==> src/rtl/control_unit.sv <==
// Hardwired Moore sequencer for a fetch/decode/execute datapath: T0..T5 plus HALT.
// Optional macro CU_MEM_WAIT_EN stretches T1 until MemReady is sampled high.
module control_unit #(
  parameter int CNT_W = 16
) (
  input  logic             Clock,
  input  logic             Clear,
  input  logic [31:0]      IR,
  input  logic             MemReady,
  output logic             PCout,
  output logic             MDRout,
  output logic             Zhiout,
  output logic             Zlowout,
  output logic             MARin,
  output logic             MDRin,
  output logic             IRin,
  output logic             Yin,
  output logic             Zin,
  output logic             PCin,
  output logic             IncPC,
  output logic             Read,
  output logic             ADD,
  output logic             SUB,
  output logic             AND,
  output logic             OR,
  output logic             Gra,
  output logic             Grb,
  output logic             Grc,
  output logic             Rin,
  output logic             Rout,
  output logic             Run,
  output logic [CNT_W-1:0] InstrCount
);

  typedef enum logic [2:0] {
    S_T0   = 3'd0,
    S_T1   = 3'd1,
    S_T2   = 3'd2,
    S_T3   = 3'd3,
    S_T4   = 3'd4,
    S_T5   = 3'd5,
    S_HALT = 3'd6
  } state_e;

  localparam logic [4:0] OP_ADD  = 5'b00011;
  localparam logic [4:0] OP_SUB  = 5'b00100;
  localparam logic [4:0] OP_AND  = 5'b00101;
  localparam logic [4:0] OP_OR   = 5'b00110;
  localparam logic [4:0] OP_HALT = 5'b11011;

  state_e           state_q, state_d;
  logic [CNT_W-1:0] count_q, count_d;
  logic [4:0]       opcode;
  logic             is_alu;
  logic             is_halt;

  assign opcode  = IR[31:27];
  assign is_alu  = (opcode == OP_ADD) || (opcode == OP_SUB) ||
                   (opcode == OP_AND) || (opcode == OP_OR);
  assign is_halt = (opcode == OP_HALT);

`ifdef CU_MEM_WAIT_EN
  logic unused_ir;
  assign unused_ir = ^IR[26:0];
`else
  logic unused_ir;
  assign unused_ir = ^{IR[26:0], MemReady};
`endif

  always_comb begin
    state_d = state_q;
    count_d = count_q;
    case (state_q)
      S_T0: state_d = S_T1;
`ifdef CU_MEM_WAIT_EN
      S_T1: state_d = MemReady ? S_T2 : S_T1;
`else
      S_T1: state_d = S_T2;
`endif
      S_T2: begin
        if (is_alu) begin
          state_d = S_T3;
        end else begin
          // nop retires here; halt counts as retired on entry to HALT
          state_d = is_halt ? S_HALT : S_T0;
          count_d = count_q + CNT_W'(1);
        end
      end
      S_T3: state_d = S_T4;
      S_T4: state_d = S_T5;
      S_T5: begin
        state_d = S_T0;
        count_d = count_q + CNT_W'(1);
      end
      S_HALT: state_d = S_HALT;
      default: state_d = S_T0;
    endcase
  end

  always_ff @(posedge Clock) begin
    if (Clear) begin
      state_q <= S_T0;
      count_q <= '0;
    end else begin
      state_q <= state_d;
      count_q <= count_d;
    end
  end

  // Clear gates outputs combinationally so strobes drop in the same cycle it rises.
  always_comb begin
    PCout   = 1'b0;
    MDRout  = 1'b0;
    Zhiout  = 1'b0;
    Zlowout = 1'b0;
    MARin   = 1'b0;
    MDRin   = 1'b0;
    IRin    = 1'b0;
    Yin     = 1'b0;
    Zin     = 1'b0;
    PCin    = 1'b0;
    IncPC   = 1'b0;
    Read    = 1'b0;
    ADD     = 1'b0;
    SUB     = 1'b0;
    AND     = 1'b0;
    OR      = 1'b0;
    Gra     = 1'b0;
    Grb     = 1'b0;
    Grc     = 1'b0;
    Rin     = 1'b0;
    Rout    = 1'b0;
    if (!Clear) begin
      case (state_q)
        S_T0: begin
          PCout = 1'b1;
          MARin = 1'b1;
          IncPC = 1'b1;
        end
        S_T1: begin
          Read  = 1'b1;
          MDRin = 1'b1;
        end
        S_T2: begin
          MDRout = 1'b1;
          IRin   = 1'b1;
        end
        S_T3: begin
          Grb  = 1'b1;
          Rout = 1'b1;
          Yin  = 1'b1;
        end
        S_T4: begin
          Grc  = 1'b1;
          Rout = 1'b1;
          Zin  = 1'b1;
          ADD  = (opcode == OP_ADD);
          SUB  = (opcode == OP_SUB);
          AND  = (opcode == OP_AND);
          OR   = (opcode == OP_OR);
        end
        S_T5: begin
          Zlowout = 1'b1;
          Gra     = 1'b1;
          Rin     = 1'b1;
        end
        default: ;
      endcase
    end
  end

  assign Run        = !Clear && (state_q != S_HALT);
  assign InstrCount = Clear ? '0 : count_q;

endmodule

==> config.mk <==
export PLATFORM = sky130hd
export DESIGN_NAME = control_unit
export DESIGN_NICKNAME = d
export VERILOG_FILES = /design/src/rtl/control_unit.sv
export SDC_FILE = /design/constraint.sdc
export NUM_CORES = 1
export LEC_CHECK = 0
export BUFFER_PORTS_ARGS = -buffer_cell sky130_fd_sc_hd__buf_2
export CORE_ASPECT_RATIO = 0.8
export CORE_MARGIN = 2
export CORE_UTILIZATION = 32
export CTS_CLUSTER_DIAMETER = 80
export CTS_CLUSTER_SIZE = 28
export DETAILED_ROUTE_END_ITERATION = 7
export GPL_ROUTABILITY_DRIVEN = 0
export PLACE_DENSITY = 0.6
export SLEW_MARGIN = 20
export SYNTH_ARGS = -nofsm -noshare
export SYNTH_HDL_FRONTEND = slang
export SYNTH_SLANG_ARGS = --single-unit
==> constraint.sdc <==
create_clock -name Clock -period 2.08 [get_ports Clock]
set_input_delay 0.208 -clock Clock [delete_from_list [all_inputs] [get_ports Clock]]
set_output_delay 0.208 -clock Clock [all_outputs]
set_load 0.01 [all_outputs]
==> results of run 1 <==
[cells in the final DEF (no fill, tap or decap), types with 4 or more instances in the layout]
master    n
a21oi_1  13
and2_1    4
buf_2    42
buf_4     5
dfxtp_1  19
mux2_2    4
nand2_1   5
nand3_1   7
nor2_1   11
nor2b_1  18
o31ai_1   9
or4_2     5
[layout make-up]
class | count | area [sq um]
Clock inverter | 1 | 7.51
Timing Repair Buffer | 48 | 268
Inverter | 1 | 3.75
Clock buffer | 3 | 41.3
Tap cell | 55 | 68.8
Sequential cell | 19 | 380
Multi-Input combinational cell | 121 | 830
Fill cell | 434 | 2300
[state kept, by name (all words and copies together) (netlist names)]
signal,cells
count_q,16
state_q,3
[worst max-delay path, cell delays in order (launching register included)]
cell	delay, ns
dfxtp_1	0.37
buf_4	0.21
nor4b_4	0.30
nand3_1	0.17
nor3b_1	0.20
buf_2	0.15
[routing by layer]
metal	vias up	wire, um
met5	-	0
li1	644	-
met4	0	23
met2	23	1200
met3	4	117
met1	558	1460
[metrics by stage]
stage	setup WS (ns)	power, W	hold slack [ns]	util (%)	instance area, sq um
floorplan	0.254	0.000477	0.422	-	1340
global placement	0.155	0.000506	0.484	39.4	1540
detailed placement	0.158	0.000507	0.483	39.4	1540
CTS	0.0877	0.000776	0.355	40.7	1590
global route	0.0639	0.000812	0.377	41.0	1600
finish	0.215	0.000767	0.365	41.0	1600
[kinds of logic after synthesis]
logic type | after synthesis
mux | 6
simple gates | 82
buf+inv | 22
fa+ha+maj | 1
flops | 19
other cells | 1
compound gates | 30
[synth_stat cells, types with 2 or more instances]
| library cell | count |
|---|---|
| or2_2 | 2 |
| buf_2 | 4 |
| nor2b_1 | 18 |
| nand4_1 | 3 |
| clkbuf_1 | 3 |
| a21oi_1 | 13 |
| or4_2 | 5 |
| nor4b_1 | 3 |
| mux2_1 | 2 |
| buf_4 | 10 |
| o21ai_0 | 2 |
| and4_1 | 3 |
| o31ai_1 | 9 |
| nor3b_1 | 2 |
| mux2_2 | 4 |
| nand2_1 | 5 |
| or4_1 | 3 |
| nor2_1 | 12 |
| and3_1 | 3 |
| nand3_1 | 7 |
| and2_1 | 4 |
| nor4_1 | 3 |
| buf_1 | 2 |
| dfxtp_1 | 19 |
| nor3_1 | 2 |
[worst max path at each step]
stage                        to  startpoint  depth (start not counted)  slack, ns
floorplan                   AND  state_q[2]                          4       0.25
global placement     count_q[5]  state_q[1]                          4       0.16
detailed placement  count_q[15]  state_q[1]                          4       0.16
CTS                         AND  state_q[2]                          5       0.09
global route                AND  state_q[2]                          5       0.06
finish                      AND  state_q[2]                          5       0.22
[power by group]
part           total [W]  internal, W  switching, W
registers       0.000375     0.000370    0.00000528
logic           0.000126    0.0000489     0.0000772
clock network   0.000266     0.000135      0.000131
total           0.000767     0.000554      0.000214
==> impl_results.md, run 1 <==
* Status: completed
* Arrival time at the worst endpoint at 1.66 ns
* Hold Path End: state_q[0]
* XOR/XNOR share of the synthesized area at 0%
* Number of diodes at 0
* Worst Max-Slew Pin Slew at between 0.6 and 0.7 ns
* Fin cells at ~250
* Gr usage total at 12.3%
* Post-CTS setup buffers at 0
* P_leak at 0.675 nW
* Synthesized flop and latch total at 19
* Main combinational cell family by area after synthesis: simple AND/OR/NAND/NOR gates
* Met2 Track Usage GR at 19.0%
* Input/output buffers at 42
* Post-synth ARST share at 0%
* Reg clk slew, reported paths at 0.08 ns
* Distinct cells, synth at 43
* Clock skew at 0.00762 ns
* Setup slack, reg-to-reg at 0.23 ns
* Post-Synth Simple-Gate Area at 38.5%
* Post-route DRC at 0
* Ratio of cells with drive above 1 in the final layout at 35.8%
* Initial antenna violation count at 0
* Global-route wire length before repair at 4670 um
* FF-to-FF End: count_q[12]
* Drt initial violations at 67
* Maximum net fanout on the critical path at 12
* GRT Max-Usage Layer: met2
* Vias per cell at roughly 5
* Pwr Density at around 480 mW/mm^2
* Max Cap Violations at 0
* Fin crit period at roughly 1.9 ns
* DP HPWL at roughly 2000 um
* EDFF count, synth at 0
* M3 GR Usage at 3.61%
* Fmax achieved at approximately 540 MHz
* Final Slew Violations at 0
* CTS tree: yes
* Global route overflow at 0
* Grt met1 use at about 17%
* CP startpoint kind: flop
* Hold buffers post-CTS at 0
* Synth top area share at 28.4%
* RSZ-0062 raised after global routing: false
* CTS max path bufs at 2
* WHS Path Cells at 3
* TNS Setup at 0 ns
* Area contributors post-synth: dfxtp_1 28%, nor2b_1 8.4%, buf_4 5.6%, o31ai_1 5.1%, a21oi_1 4.9%
* R2R cell count at 5
* Area grow syn2layout at 19.6%
* Hold_sp: IR[30]
* Max-slew headroom at the worst pin at 56.8%
* Initial Util at 34.3%
* Post-synth top flop: dfxtp_1
* WL per Instance at 11.3 um
* H-tree levels at 1
* Wirelength, routed at 2810 um
* Layout Nets at 230
* Multiplexer share of the synthesized area at between 5 and 6%
* DR vias at ~1200
* Req. time, crit path at between 1.5 and 2 ns
* Clock Latency Late Sink at 0.26 ns
* CTS buffer count at 3
* TritonCTS Sinks at 19
* Die height at 61.8 um
* Mapped Cells at 161
* I/O Pins at 73
* Clk root buf: clkbuf_8
* ANT nets after route at 0
* Core Area at 0.00390 sq mm
* Netlist Area Pre-Place at roughly 0.0013 sq mm
* Vias in the first global route at between 1000 and 1500
* VDD IR max at 0.267 mV
* DIE AREA at 0.00472 sq mm
* CP Class: flop to output port
* Period utilization at 89.7%
* DR pass1 iterations at 4
* Compound-Gate Fraction of Synth Area at between 10% and 20%
* Cts repair resizes at 0
* Largest area contributor in the netlist: dfxtp_1
* Die width at 76.3 um
* Hold Vio Cnt, Final at 0
* Largest net degree at the start of global routing at ~40
* Final setup vio count at 0
* Sequential area share after synthesis at 28.4%
* Min-delay worst type: primary input to flop
* Mean Syn Cell Area at 8.31 sq um
* R2r startpoint: count_q[1]
* Post-synthesis adder-cell area fraction at 0.935%
* Syn. warnings at 0
* Crit. End Element: output port
* Placed cells at 244
* FP Rows at 20
No activity file was read; power rests on OpenSTA's default activity.
==> inputs of run 2 (changes only) <==
--- a/config.mk
+++ b/config.mk
@@ -5,15 +5,15 @@
 export SDC_FILE = /design/constraint.sdc
 export NUM_CORES = 1
 export LEC_CHECK = 0
-export BUFFER_PORTS_ARGS = -buffer_cell sky130_fd_sc_hd__buf_2
 export CORE_ASPECT_RATIO = 0.8
 export CORE_MARGIN = 2
 export CORE_UTILIZATION = 32
 export CTS_CLUSTER_DIAMETER = 80
 export CTS_CLUSTER_SIZE = 28
 export DETAILED_ROUTE_END_ITERATION = 7
+export DONT_BUFFER_PORTS = 1
 export GPL_ROUTABILITY_DRIVEN = 0
-export PLACE_DENSITY = 0.6
+export PLACE_DENSITY = 0.45
 export SLEW_MARGIN = 20
 export SYNTH_ARGS = -nofsm -noshare
 export SYNTH_HDL_FRONTEND = slang
==> impl_results.md, run 2 (same netlist as run 1, synthesis figures left out) <==
* CTS buffer count at 3 (unchanged)
* Vias per cell at 5.54 (was 4.96)
* I/O Pins at 73 (unchanged)
* CP max stage delay at 0.33 ns (was 0.37 ns)
* Hold Vio Cnt, Final at 0 (unchanged)
* CP Class: flop to output port (unchanged)
* Largest net degree at the start of global routing at 42 (was 41)
* TNS Setup at 0 ns (unchanged)
* Layout Nets at 195 (was 230)
* Initial Util at 34.3% (unchanged)
* Clock Latency Late Sink at 0.26 ns (about the same)
* ANT nets after route at 0 (unchanged)
* Most frequent cells in the layout: 19 x dfxtp_1, 18 x nor2b_1, 13 x a21oi_1 (was 42 x buf_2, 19 x dfxtp_1, 18 x nor2b_1)
* DR vias at 1180 (was 1229)
* Arrival time at the worst endpoint at 1.68 ns (was 1.66 ns)
* CP bufs+invs at 2 (unchanged)
* Cts repair resizes at 0 (unchanged)
* Total power at 0.000734 W (was 0.000767 W)
* DP Worst Slack at 0.249 ns (was 0.158 ns)
* Ratio of cells with drive above 1 in the final layout at 19.6% (was 35.8%)
* DR pass1 iterations at 4 (unchanged)
* Most frequent CP cell: buf_4
* Clock skew at 0.00232 ns (was 0.00762 ns)
* DIE AREA at 0.00472 sq mm (unchanged)
* FP Rows at 20 (unchanged)
* Maximum net fanout on the critical path at 10 (was 12)
* Die height at 61.8 um (unchanged)
* Wirelength, routed at 3060 um (was 2810 um)
* Global-route wire length before repair at 4890 um (was 4670 um)
* Max Cap Violations at 0 (unchanged)
* P_leak at 0.490 nW (was 0.675 nW)
* CTS tree: yes (unchanged)
* Status: completed (unchanged)
* Top register by number of flip-flops: count_q (unchanged)
* Post-route DRC at 0 (unchanged)
* Crit. End Element: output port (unchanged)
* Number of diodes at 0 (unchanged)
* Global route overflow at 0 (unchanged)
* Input/output buffers at 0 (was 42)
* Vias in the first global route at 1051 (was 1005)
* Max reg flops at 16 (unchanged)
* Clk root buf: clkbuf_8 (unchanged)
* RSZ-0062 raised after global routing: false (unchanged)
* Final Slew Violations at 0 (unchanged)
* Pwr Density at 519 mW/mm^2 (was 480 mW/mm^2)
* Period utilization at 90.9% (was 89.7%)
* Drt initial violations at 72 (was 67)
* TritonCTS Sinks at 19 (unchanged)
* Leading registers by flop count: count_q: 16 flops, state_q: 3 flops (unchanged)
* Final setup vio count at 0 (unchanged)
* Gr usage total at 12.9% (was 12.3%)
* Fin crit period at 1.89 ns (was 1.86 ns)
* Hold Slack at 0.0133 ns (was 0.365 ns)
* DP HPWL at 2120 um (was 2020 um)
* Worst-path cell with the longest stage delay: dfxtp_1 (unchanged)
* Die width at 76.3 um (unchanged)
* Placed cells at 208 (was 244)
* Core Area at 0.00390 sq mm (unchanged)
* Fmax achieved at 529 MHz (was 536 MHz)
* Commonest non-fill, non-tap cell in the layout: dfxtp_1 (was buf_2)
* Reg clk slew, reported paths at 0.07 ns (was 0.08 ns)
* VDD IR max at 0.171 mV (was 0.267 mV)
* Critical path's top delay family: simple AND/OR/NAND/NOR gates (unchanged)
* Fin cells at 213 (was 248)
* Initial antenna violation count at 0 (unchanged)
* Min-delay worst type: primary input to flop (unchanged)
* Area grow syn2layout at 5.89% (was 19.6%)
* Req. time, crit path at 1.87 ns (about the same)
* Setup slack after layout at 0.190 ns (was 0.215 ns)
* H-tree levels at 1 (unchanged)
* CTS max path bufs at 2 (unchanged)
* Critical path, cell by cell: buf_4, nor4b_2, nand3_1, nor3b_1, buf_4 (was buf_4, nor4b_4, nand3_1, nor3b_1, buf_2)
* WL per Instance at 14.4 um (was 11.3 um)
* CP startpoint kind: flop (unchanged)
run 2: cell types whose count changed in the layout (fill, tap and decap cells not counted):
cell / previous run / this run
clkinvlp_4: 1 / 0
nor4b_4: 1 / 0
clkbuf_1: 0 / 1
nor4b_2: 0 / 1
buf_2: 42 / 0
nor2_1: 11 / 12
nor2_2: 1 / 0
dlygate4sd3_1: 0 / 1
buf_4: 5 / 12
buf_12: 1 / 0
run 2: what timing repair did:
item	CTS	global route
hold endpoints to repair	0	3
setup buffers	0	0
hold buffers	0	1
run 2: per-layer routing:
metal  routed length, um  track usage, %  up-vias
met3                 177            4.48        2
met2                1330            21.1       31
met1                1540            16.8      571
li1                    -               -      576
met4                  10            3.12        0
met5                   0               0        -
run 2: path summary, 6_finish.rpt:
check	start	endpoint	slack [ns]	cells after the start
max	state_q[0]	AND	0.19	5
max reg2reg	count_q[1]	count_q[10]	0.24	5
min	Clear	state_q[2]	0.01	1
min reg2reg	count_q[6]	count_q[6]	0.49	2
run 2: worst reg2reg max path, cell delays in order, from the launching register on:
cell and delay, ns:
dfxtp_1 0.39, ha_1 0.21, and4_1 0.33, nand4_1 0.14, or4_2 0.55, a21oi_1 0.16
run 2: cell type report:
type | instances | area [sq um]
Sequential cell | 19 | 380
Tap cell | 55 | 68.8
Fill cell | 432 | 2490
Timing Repair Buffer | 13 | 100
Clock buffer | 4 | 45.0
Multi-Input combinational cell | 121 | 818
Inverter | 1 | 3.75
run 2: stage by stage:
step                area (sq um)  utilization (%)
CTS                         1410             36.0
detailed placement          1360             34.9
finish                      1420             36.3
floorplan                   1340                -
global route                1420             36.3
global placement            1360             34.9
run 2: power breakdown:
group	leakage [nW]	switching [W]	internal, W
Clock	0.0228	0.000127	0.000136
Sequential	0.154	0.00000652	0.000370
Combinational	0.313	0.0000571	0.0000373
Total	0.490	0.000191	0.000543
==> inputs of run 3 (changes only) <==
--- a/config.mk
+++ b/config.mk
@@ -5,15 +5,16 @@
 export SDC_FILE = /design/constraint.sdc
 export NUM_CORES = 1
 export LEC_CHECK = 0
+export ABC_AREA = 1
 export CORE_ASPECT_RATIO = 0.8
-export CORE_MARGIN = 2
-export CORE_UTILIZATION = 32
+export CORE_MARGIN = 8
+export CORE_UTILIZATION = 45
 export CTS_CLUSTER_DIAMETER = 80
 export CTS_CLUSTER_SIZE = 28
 export DETAILED_ROUTE_END_ITERATION = 7
 export DONT_BUFFER_PORTS = 1
 export GPL_ROUTABILITY_DRIVEN = 0
-export PLACE_DENSITY = 0.45
+export PLACE_DENSITY = 0.59
 export SLEW_MARGIN = 20
 export SYNTH_ARGS = -nofsm -noshare
 export SYNTH_HDL_FRONTEND = slang
==> impl_results.md, run 3 <==
* Post-synth top flop: dfxtp_1 (unchanged)
* Synthesized flop and latch total at 19 (unchanged)
* Internal cell power at 0.000532 W (was 0.000543 W)
* Top cells by count, synth: 41 x nand2_1, 39 x nor2_1, 25 x nand3_1 (was 19 x dfxtp_1, 18 x nor2b_1, 13 x a21oi_1)
* Distinct cells, synth at 29 (was 43)
* Die width at 81.1 um (was 76.3 um)
* Sequential power share at 50.9% (was 51.2%)
* Area grow syn2layout at 0.574% (was 5.89%)
* Layout fillers at 368 (was 432)
* Netlist Area Pre-Place at 0.00153 sq mm (was 0.00134 sq mm)
* Wirelength, routed at 3530 um (was 3060 um)
* Number of diodes at 0 (unchanged)
* Cts repair resizes at 0 (unchanged)
* Fin cells at 270 (was 213)
* Clock skew at 0.00527 ns (was 0.00232 ns)
* Maximum net fanout on the critical path at 6 (was 10)
* Final Slew Violations at 0 (unchanged)
* Combinational Power Share at 13.1% (was 12.9%)
* Global-route wire length before repair at 5710 um (was 4890 um)
* Main combinational cell family by area after synthesis: simple AND/OR/NAND/NOR gates (unchanged)
* Hold_sp: Clear (unchanged)
* XOR/XNOR share of the synthesized area at 5.74% (was 0%)
* Max reg flops at 16 (unchanged)
* Final setup vio count at 0 (unchanged)
* I/O Pins at 73 (unchanged)
* Arrival time at the worst endpoint at 1.37 ns (was 1.68 ns)
* Clk root buf: clkbuf_8 (unchanged)
* Max-slew headroom at the worst pin at 54.7%
* Mapped Cells at 237 (was 161)
* Gr usage total at 13.0% (was 12.9%)
* Leading registers by flop count: count_q: 16 flops, state_q: 3 flops (unchanged)
* Post-synth ARST share at 0% (unchanged)
* Req. time, crit path at 1.87 ns (about the same)
* Post-CTS setup buffers at 0 (unchanged)
* Reg clk slew, reported paths at 0.08 ns (was 0.07 ns)
* Util after Layout at 46.1% (was 36.3%)
* Hold buffers post-CTS at 0 (unchanged)
* Clock Latency Late Sink at 0.26 ns (about the same)
* Setup slack, reg-to-reg at 0.51 ns (was 0.24 ns)
* Drt initial violations at 75 (was 72)
* Max Cap Violations at 0 (unchanged)
* Vias per cell at 4.99 (was 5.54)
* H-tree levels at 1 (unchanged)
* WHS Path Cells at 1 (unchanged)
* Input/output buffers at 0 (unchanged)
* Most numerous cell in the Yosys netlist: nand2_1 (was dfxtp_1)
* Hold Path End: count_q[0] (was state_q[2])
* Initial Util at 45.8% (was 34.3%)
* TNS Setup at 0 ns (unchanged)
* DP Worst Slack at 0.527 ns (was 0.249 ns)
* DP HPWL at 2570 um (was 2120 um)
* CTS tree: yes (unchanged)
* Status: completed (unchanged)
* Post-route DRC at 0 (unchanged)
* Fin crit period at 1.58 ns (was 1.89 ns)
* R2r startpoint: count_q[1] (unchanged)
* Compound-Gate Fraction of Synth Area at 9.76% (was 16.1%)
* Placed cells at 265 (was 208)
* DR vias at 1348 (was 1180)
* Switch Pwr at 0.000212 W (was 0.000191 W)
* Clock power frac at 36.1% (was 35.9%)
* VDD IR max at 0.395 mV (was 0.171 mV)
* CTS max path bufs at 2 (unchanged)
* Post-Synth Simple-Gate Area at 43.6% (was 38.5%)
* Switching share of power at 28.5% (was 26.0%)
* EDFF count, synth at 0 (unchanged)
* Hold Slack at 0.00274 ns (was 0.0133 ns)
* Largest area contributor in the netlist: dfxtp_1 (unchanged)
* Syn. warnings at 0 (unchanged)
* DIE AREA at 0.00552 sq mm (was 0.00472 sq mm)
* Global route overflow at 0 (unchanged)
* Area contributors post-synth: dfxtp_1 25%, nand2_1 10%, nor2_1 9.6%, nand3_1 8.2%, a21oi_2 5.7% (was dfxtp_1 28%, nor2b_1 8.4%, buf_4 5.6%, o31ai_1 5.1%, a21oi_1 4.9%)
* Top register by number of flip-flops: count_q (unchanged)
* Sequential area share after synthesis at 24.9% (was 28.4%)
* Initial antenna violation count at 0 (unchanged)
* Synth top area share at 24.9% (was 28.4%)
* Setup slack after layout at 0.501 ns (was 0.190 ns)
* Min-delay worst type: primary input to flop (unchanged)
* Layout Nets at 265 (was 195)
* TritonCTS Sinks at 19 (unchanged)
* Fmax achieved at 633 MHz (was 529 MHz)
* Post-synthesis adder-cell area fraction at 0.820% (was 0.935%)
* CP startpoint kind: flop (unchanged)
* DR pass1 iterations at 4 (unchanged)
* WL per Instance at 13.1 um (was 14.4 um)
* CTS buffer count at 3 (unchanged)
* Multiplexer share of the synthesized area at 0% (was 5.05%)
* Commonest non-fill, non-tap cell in the layout: nand2_1 (was dfxtp_1)
* Largest net degree at the start of global routing at 38 (was 42)
* FF-to-FF End: count_q[12] (was count_q[10])
* ANT nets after route at 0 (unchanged)
* CP Class: flop to output port (unchanged)
* FP Rows at 19 (was 20)
* Period utilization at 75.9% (was 90.9%)
* Hold Vio Cnt, Final at 0 (unchanged)
* RSZ-0062 raised after global routing: false (unchanged)
* Die height at 68.1 um (was 61.8 um)
* R2R cell count at 7 (was 5)
* Worst Max-Slew Pin Slew at 0.674 ns
* Vias in the first global route at 1218 (was 1051)
* Pwr Density at 485 mW/mm^2 (was 519 mW/mm^2)
* Mean Syn Cell Area at 6.44 sq um (was 8.31 sq um)
* Most frequent cells in the layout: 41 x nand2_1, 39 x nor2_1, 25 x nand3_1 (was 19 x dfxtp_1, 18 x nor2b_1, 13 x a21oi_1)
* Core Area at 0.00333 sq mm (was 0.00390 sq mm)
* Ratio of cells with drive above 1 in the final layout at 18.0% (was 19.6%)
* Crit. End Element: output port (unchanged)
* P_leak at 0.553 nW (was 0.490 nW)
==> run 3: cell count changes in the layout (fill, tap and decap cells not counted), moves of 9 or more <==
| cell | before | now |
|---|---|---|
| nor2b_1 | 18 | 0 |
| nand2_1 | 5 | 41 |
| buf_4 | 12 | 2 |
| nor2_1 | 12 | 39 |
| a21oi_2 | 0 | 10 |
| xor2_1 | 0 | 10 |
| inv_1 | 1 | 23 |
| nand2_2 | 0 | 11 |
| o31ai_1 | 9 | 0 |
| nand3_1 | 7 | 25 |
==> run 3: metrics by stage <==
stage | cell area [sq um] | power [W]
6_report | 1530 | 0.000744
3_3_place_gp | 1480 | 0.000479
3_5_place_dp | 1480 | 0.000479
4_1_cts | 1520 | 0.000738
2_1_floorplan | 1530 | 0.000494
5_1_grt | 1530 | 0.000779
==> run 3: final cells by class <==
class	instances	area, sq um	share of cell area [%]
clock buffers	4	45.0	2.94
inverters	29	109	7.10
multi-input cells	173	922	60.1
flip-flops and latches	19	380	24.8
well taps	42	52.6	3.43
repair buffers	3	25.0	1.63
==> run 3: how the worst max path moves through the flow <==
stage,startpoint,endpoint,slack (ns),cells after the start
after global routing,state_q[2],ADD,0.32,4
after detailed placement,count_q[1],count_q[12],0.53,7
after floorplan,state_q[0],Rin,0.61,6
after CTS,state_q[2],OR,0.49,4
after global placement,count_q[1],count_q[12],0.51,7
final,state_q[2],OR,0.50,4
==> run 3: power groups by stage <==
stage / clock network (W) / registers (W) / logic (W)
2_1_floorplan: 0 / 0.000386 / 0.000109
3_3_place_gp: 0 / 0.000387 / 0.0000922
3_5_place_dp: 0 / 0.000387 / 0.0000919
4_1_cts: 0.000268 / 0.000378 / 0.0000921
5_1_grt: 0.000291 / 0.000380 / 0.000109
6_report: 0.000268 / 0.000378 / 0.0000971
==> run 3: kinds of logic (layout without fill, tap and decap cells) <==
group / after synthesis / in the layout
fa+ha+maj: 1 / 1
simple gates: 138 / 138
other cells: 1 / 2
flops: 19 / 19
xor+xnor: 10 / 10
compound gates: 22 / 22
buf+inv: 46 / 36
==> run 3: critical path: stages, from the launching register on <==
cell	delay [ns]
dfxtp_1	0.41
inv_1	0.13
nor2_1	0.11
nand2_1	0.14
nor3_1	0.33
==> run 3: per-layer routing <==
| layer | up-vias | global-route usage (%) | routed length (um) |
|---|---|---|---|
| met5 | - | 0 | 0 |
| met4 | 0 | 2.00 | 14 |
| met3 | 2 | 4.59 | 219 |
| met2 | 30 | 19.5 | 1480 |
| met1 | 590 | 17.8 | 1820 |
| li1 | 726 | - | - |
